## src/rtl/riscv_pkg.sv

```systemverilog
// rtl/riscv_pkg.sv - shared access-size and writeback-select encodings plus MEM FSM state type
package riscv_pkg;

  localparam logic [1:0] SIZE_BYTE = 2'b00;
  localparam logic [1:0] SIZE_HALF = 2'b01;
  localparam logic [1:0] SIZE_WORD = 2'b10;

  localparam logic [1:0] WB_SEL_ALU = 2'd0;
  localparam logic [1:0] WB_SEL_MEM = 2'd1;
  localparam logic [1:0] WB_SEL_PC4 = 2'd2;

  typedef enum logic [1:0] {
    IDLE = 2'd0,
    REQ  = 2'd1,
    WAIT = 2'd2
  } mem_state_e;

  // 2'b11 aliases word, so the upper bit alone identifies a word access
  function automatic logic is_word(input logic [1:0] size);
    return size[1];
  endfunction

endpackage

```

## src/rtl/load_formatter.sv

```systemverilog
// rtl/load_formatter.sv - selects the addressed byte/half lane of a load word and extends it
module load_formatter
  import riscv_pkg::*;
(
  input  logic [31:0] rdata,
  input  logic [1:0]  addr_lo,
  input  logic [1:0]  size,
  input  logic        sgn,
  output logic [31:0] data
);

  logic [7:0]  byte_lane;
  logic [15:0] half_lane;

  assign byte_lane = 8'(rdata >> {addr_lo, 3'b000});
  assign half_lane = 16'(rdata >> {addr_lo, 3'b000});

  always_comb begin
    data = rdata;
    if (size == SIZE_BYTE) begin
      data = {{24{sgn & byte_lane[7]}}, byte_lane};
    end else if (size == SIZE_HALF) begin
      data = {{16{sgn & half_lane[15]}}, half_lane};
    end
  end

endmodule

```

## src/rtl/mem_stage.sv

```systemverilog
// rtl/mem_stage.sv - pipeline MEM stage: data-memory handshake, load formatting, MEM/WB register.
// Optional misaligned-access trap enabled by MEM_MISALIGN_TRAP_EN.
module mem_stage
  import riscv_pkg::*;
#(
  parameter int STALL_CNT_W = 8
) (
  input  logic                   clk,
  input  logic                   rst,
  input  logic [31:0]            mem_pc,
  input  logic [31:0]            mem_alu_result,
  input  logic [31:0]            mem_rs2_val_for_store,
  input  logic [31:0]            mem_wb_candidate,
  input  logic [31:0]            mem_csr_data,
  input  logic [4:0]             mem_rd_addr,
  input  logic [1:0]             mem_wb_sel,
  input  logic [1:0]             mem_load_size,
  input  logic [1:0]             mem_store_size,
  input  logic                   mem_reg_write,
  input  logic                   mem_mem_read,
  input  logic                   mem_mem_write,
  input  logic                   mem_load_signed,
  input  logic                   mem_csr_hit,
  output logic                   dmem_req_valid,
  input  logic                   dmem_req_ready,
  output logic [31:0]            dmem_addr,
  output logic                   dmem_we,
  output logic [31:0]            dmem_wdata,
  output logic [3:0]             dmem_wstrb,
  input  logic                   dmem_rsp_valid,
  input  logic [31:0]            dmem_rdata,
  output logic                   mem_stall,
  output logic [31:0]            wb_pc,
  output logic [31:0]            wb_data,
  output logic [4:0]             wb_rd_addr,
  output logic                   wb_reg_write,
  output logic [STALL_CNT_W-1:0] stall_cycles
`ifdef MEM_MISALIGN_TRAP_EN
  ,
  output logic                   mem_misalign
`endif
);

  mem_state_e  state, state_next;
  logic        is_load, is_store, trap, wb_write_next;
  logic [31:0] load_data, wb_value;

  // A load wins when read and write are both set
  assign is_load  = mem_mem_read;
  assign is_store = mem_mem_write & ~mem_mem_read;

`ifdef MEM_MISALIGN_TRAP_EN
  logic [1:0] acc_size;
  logic       misaligned;
  assign acc_size   = is_load ? mem_load_size : mem_store_size;
  assign misaligned = (acc_size == SIZE_HALF && mem_alu_result[0]) ||
                      (is_word(acc_size) && mem_alu_result[1:0] != 2'b00);
  assign trap       = (state == IDLE) & (is_load | is_store) & misaligned;
`else
  assign trap       = 1'b0;
`endif

  always_comb begin
    state_next     = state;
    dmem_req_valid = 1'b0;
    mem_stall      = 1'b0;
    if (!rst) begin
      case (state)
        IDLE, REQ: begin
          if (state == REQ || ((is_load | is_store) && !trap)) begin
            dmem_req_valid = 1'b1;
            if (!dmem_req_ready) begin
              state_next = REQ;
              mem_stall  = 1'b1;
            end else if (is_load) begin
              state_next = WAIT;
              mem_stall  = 1'b1;
            end else begin
              state_next = IDLE;
            end
          end
        end
        WAIT: begin
          if (dmem_rsp_valid) state_next = IDLE;
          else                mem_stall  = 1'b1;
        end
        default: state_next = IDLE;
      endcase
    end
  end

  assign dmem_addr = mem_alu_result;
  assign dmem_we   = is_store;

  always_comb begin
    dmem_wdata = mem_rs2_val_for_store;
    dmem_wstrb = 4'b1111;
    if (mem_store_size == SIZE_BYTE) begin
      dmem_wdata = {4{mem_rs2_val_for_store[7:0]}};
      dmem_wstrb = 4'b0001 << mem_alu_result[1:0];
    end else if (mem_store_size == SIZE_HALF) begin
      dmem_wdata = {2{mem_rs2_val_for_store[15:0]}};
      dmem_wstrb = 4'b0011 << {mem_alu_result[1], 1'b0};
    end
  end

  load_formatter u_load_formatter (
    .rdata   (dmem_rdata),
    .addr_lo (mem_alu_result[1:0]),
    .size    (mem_load_size),
    .sgn     (mem_load_signed),
    .data    (load_data)
  );

  assign wb_value      = mem_csr_hit               ? mem_csr_data :
                         (mem_wb_sel == WB_SEL_MEM) ? load_data    : mem_wb_candidate;
  assign wb_write_next = mem_reg_write & (mem_rd_addr != 5'd0) & ~is_store & ~trap;

  always_ff @(posedge clk) begin
    if (rst) begin
      state        <= IDLE;
      wb_pc        <= '0;
      wb_data      <= '0;
      wb_rd_addr   <= '0;
      wb_reg_write <= 1'b0;
      stall_cycles <= '0;
    end else begin
      state   <= state_next;
      wb_pc   <= mem_pc;
      wb_data <= wb_value;
      if (mem_stall) begin
        wb_rd_addr   <= '0;
        wb_reg_write <= 1'b0;
      end else begin
        wb_rd_addr   <= mem_rd_addr;
        wb_reg_write <= wb_write_next;
      end
      if (mem_stall && stall_cycles != '1) stall_cycles <= stall_cycles + STALL_CNT_W'(1);
    end
  end

`ifdef MEM_MISALIGN_TRAP_EN
  always_ff @(posedge clk) begin
    if (rst) mem_misalign <= 1'b0;
    else     mem_misalign <= trap;
  end
`endif

endmodule
```

## config.mk

```make
export PLATFORM = sky130hd
export DESIGN_NAME = mem_stage
export DESIGN_NICKNAME = d
export VERILOG_FILES = /design/src/rtl/riscv_pkg.sv /design/src/rtl/load_formatter.sv /design/src/rtl/mem_stage.sv
export SDC_FILE = /design/constraint.sdc
export NUM_CORES = 1
export LEC_CHECK = 0
export BUFFER_PORTS_ARGS = -buffer_cell sky130_fd_sc_hd__buf_2
export CORE_AREA = 2 2 140 142
export CTS_CLUSTER_SIZE = 40
export DETAILED_ROUTE_END_ITERATION = 10
export DIE_AREA = 0 0 142 144
export REMOVE_ABC_BUFFERS = 1
export SYNTH_ARGS = -nofsm -noshare
export SYNTH_HDL_FRONTEND = slang
export SYNTH_SLANG_ARGS = --single-unit
```

## constraint.sdc

```tcl
create_clock -name clk -period 2.7 [get_ports clk]
set_clock_uncertainty 0.05 [all_clocks]
set_input_delay 0.135 -clock clk [delete_from_list [all_inputs] [get_ports clk]]
set_output_delay 0.135 -clock clk [all_outputs]
set_load 0.1 [all_outputs]
```

==> results by group <==
Status
  • Outcome: completed

Route
  • First drt pass iteration count: 4
  • Drt initial violations: 163
  • DR vias: 4849
  • Routed WL per cell: 18.78 um
  • Drt drc: 0
  • WL final: 19380 um
  • Via density: 4.699
  • Antenna viol nets, final: 0

Synthesis
  • Post-synth ARST share: 0%
  • Syn Area/Cell: 8.940 sq um
  • Cells after Synth: 483
  • Main synth FF type: dfxtp_1
  • FF+latch count, synth: 80
  • Top cells by area, synth: dfxtp_1 (37%), buf_4 (7.0%), mux2_2 (6.5%)
  • Netlist cell types: 49
  • Yosys Warn Count: 0
  • Yosys top cell by area: dfxtp_1
  • Post-synth EDFFs: 0
  • Mapped cell area: 0.004318 sq mm
  • Area fraction of the dominant cell type after synthesis: 37.09%
  • Seq/Total Area, Yosys: 37.09%

Floorplanning
  • Die extent in x: 142 um
  • Die area: 0.02045 sq mm
  • Core footprint: 0.01908 sq mm
  • Initial Util: 22.63%
  • Die height: 144 um
  • Num ports: 361
  • Placement Rows: 51

Hold path
  • Worst Hold Path EP: wb_pc[1]
  • Min-delay src: mem_pc[1]
  • Worst min path class: in -> reg
  • Hold path depth: 2

CTS
  • Num CTS Buffers: 9
  • Gates resized, CTS repair: 0
  • Clock Path Buffers: 2
  • Post-CTS setup repair buffer count: 0
  • Root buffer cell: clkbuf_16
  • TritonCTS Sinks: 80
  • Register clock-pin slew on the reported worst setup and hold paths: 60 ps
  • H-tree levels: 3
  • CTS tree: built
  • Worst skew pair latency: 330 ps

Timing
  • Measured slew at the worst slew-check pin: 844.3 ps
  • Fin crit period: 2285 ps
  • Final setup fails: 0
  • RSZ-0062 raised after global routing: false
  • Max frequency: 437.6 MHz
  • Hold WS: 17.98 ps
  • Final hold viol count: 0
  • Final WS setup: 414.6 ps
  • Period utilisation layout: 84.65%
  • Max Transition Viols Final: 0
  • Slew headroom: 43.51%

Power
  • PwrDens: 646.2 mW/mm^2
  • VDD IR max: 284.1 uV
  • Leakage: 3.297 nW

Setup path
  • FF-to-FF Start: state[0]
  • CP Capture Type: output pin
  • CP arrival: 2100 ps
  • Worst Path Required: 2520 ps
  • Crit-path max FO: 10
  • Reg2Reg Setup Slack: 910 ps
  • Crit path launch type: primary input
  • R2R cell count: 4
  • R2R Path End: stall_cycles[1]
  • Kind of critical path: in -> out

GRT
  • Initial antenna violation count: 9
  • Total gr overflow: 0
  • Global-route wire length before repair: 26870 um
  • Vias in the first global route: 4713
  • Largest net degree at the start of global routing: 51
  • All-Layer GR Usage: 17.86%

Place
  • Global placer's final weighted congestion: 0.7976
  • Dpl hpwl: 15110 um
  • Pre-CTS setup slack: 531.1 ps
  • Port bufs: 300

Flow run
  • Max cap viols: 0

Final layout
  • Layout cells sized above 1: 46.84%
  • Final #Nets: 998
  • Area delta synth->final: 54.77%
[cells in the mapped netlist, types with 2 or more instances]
master     count
nor3_1         7
nor2_1        14
mux2i_1       14
buf_6          2
nand4_1        2
o311a_1        7
o21ai_1       16
nand2b_1       6
a22oi_1        7
a21oi_1       19
a311oi_1       2
a211oi_1       4
nor2b_1       43
mux2_2        25
a22o_1         4
clkbuf_1      29
a2111oi_0      4
buf_1          6
o21bai_1       4
a41o_1         2
nor4_1         2
nand3_1        4
a21o_1         6
o21ai_0       32
o211a_1        3
and3_1         2
mux4_2         2
and2_1         6
mux2_4         2
buf_4         40
a221oi_2      10
inv_1         19
a221oi_1      13
nand2_1       31
dfxtp_1       80
[state kept, by name (all words and copies together) (netlist names)]
| signal | cells |
|---|---|
| wb_pc | 32 |
| stall_cycles | 8 |
| wb_data | 32 |
| wb_reg_write | 1 |
| wb_rd_addr | 5 |
| state | 2 |
[power by group]
part           total (mW)  internal [mW]  switching, mW
sequential           1.29           1.26         0.0296
combinational        1.58          0.372           1.21
clock                1.45          0.934          0.513
total                4.32           2.56           1.75
[final cells by class]
cell class	instances	area (sq um)
timing repair buffer	368	2155
multi-input combinational	307	2193
tap	238	297.8
fill	1991	12400
sequential	80	1602
antenna	4	10.01
clock inverter	6	115.1
clock buffer	10	239.0
inverter	19	71.32
[stage by stage]
| step | cell area (sq um) | instances | TNS, ps | util [%] | total power [mW] |
|---|---|---|---|---|---|
| after floorplan | 3864 | 406 | -192.2 | - | 2.369 |
| after global placement | 5748 | 955 | 0 | 30.13 | 2.831 |
| after detailed placement | 5748 | 955 | 0 | 30.13 | 2.837 |
| after CTS | 6673 | 1028 | 0 | 34.97 | 4.372 |
| after global routing | 6675 | 1029 | 0 | 34.99 | 4.482 |
| final | 6683 | 1032 | 0 | 35.03 | 4.318 |
[metal layers]
metal | share of wire [%] | vias up | track usage (%)
met4 | 1.1 | 8 | 3.895
met5 | 0.24 | - | 0
li1 | - | 2296 | -
met3 | 12 | 22 | 8.742
met1 | 36 | 2221 | 18.10
met2 | 50 | 302 | 33.10
[how the worst max path moves through the flow]
| stage | cells past startpoint | end | start | slack [ps] |
|---|---|---|---|---|
| after global routing | 5 | mem_stall | dmem_req_ready | 330 |
| after floorplan | 4 | stall_cycles[1] | state[0] | -120 |
| after detailed placement | 5 | wb_data[20] | mem_alu_result[0] | 530 |
| after CTS | 5 | mem_stall | dmem_req_ready | 440 |
| final | 5 | mem_stall | dmem_req_ready | 410 |
| after global placement | 5 | wb_data[19] | mem_alu_result[0] | 550 |
[cells in the final DEF (no fill, tap or decap), types with 13 or more instances in the layout]
cell type      instances
o21ai_0               32
inv_1                 19
nor2_1                14
a221oi_1              13
o21ai_1               16
nand2_1               31
a21oi_1               19
mux2i_1               14
mux2_2                25
dfxtp_1               80
dlygate4sd3_1         57
nor2b_1               42
buf_2                300
[kinds of logic (layout without fill, tap and decap cells)]
group,after synthesis,after routing,share of synthesized area [%]
compound gates,139,139,23.53
simple gates,123,123,15.16
buf+inv,96,403,12.17
flops,80,80,37.09
mux,44,44,11.76
fa+ha+maj,1,1,0.2897
other cells,0,4,0
[what timing repair did]
action                                  4_1_cts  5_1_grt
endpoints found under the setup margin        0        0
hold buffers                                 57        0
endpoints found under the hold margin        57        0
[worst max-delay path: stages]
cell and delay [ps]:
dlygate4sd3_1 530, buf_2 130, o21bai_1 180, a211oi_2 570, buf_2 550
No activity file was read; power rests on OpenSTA's default activity.
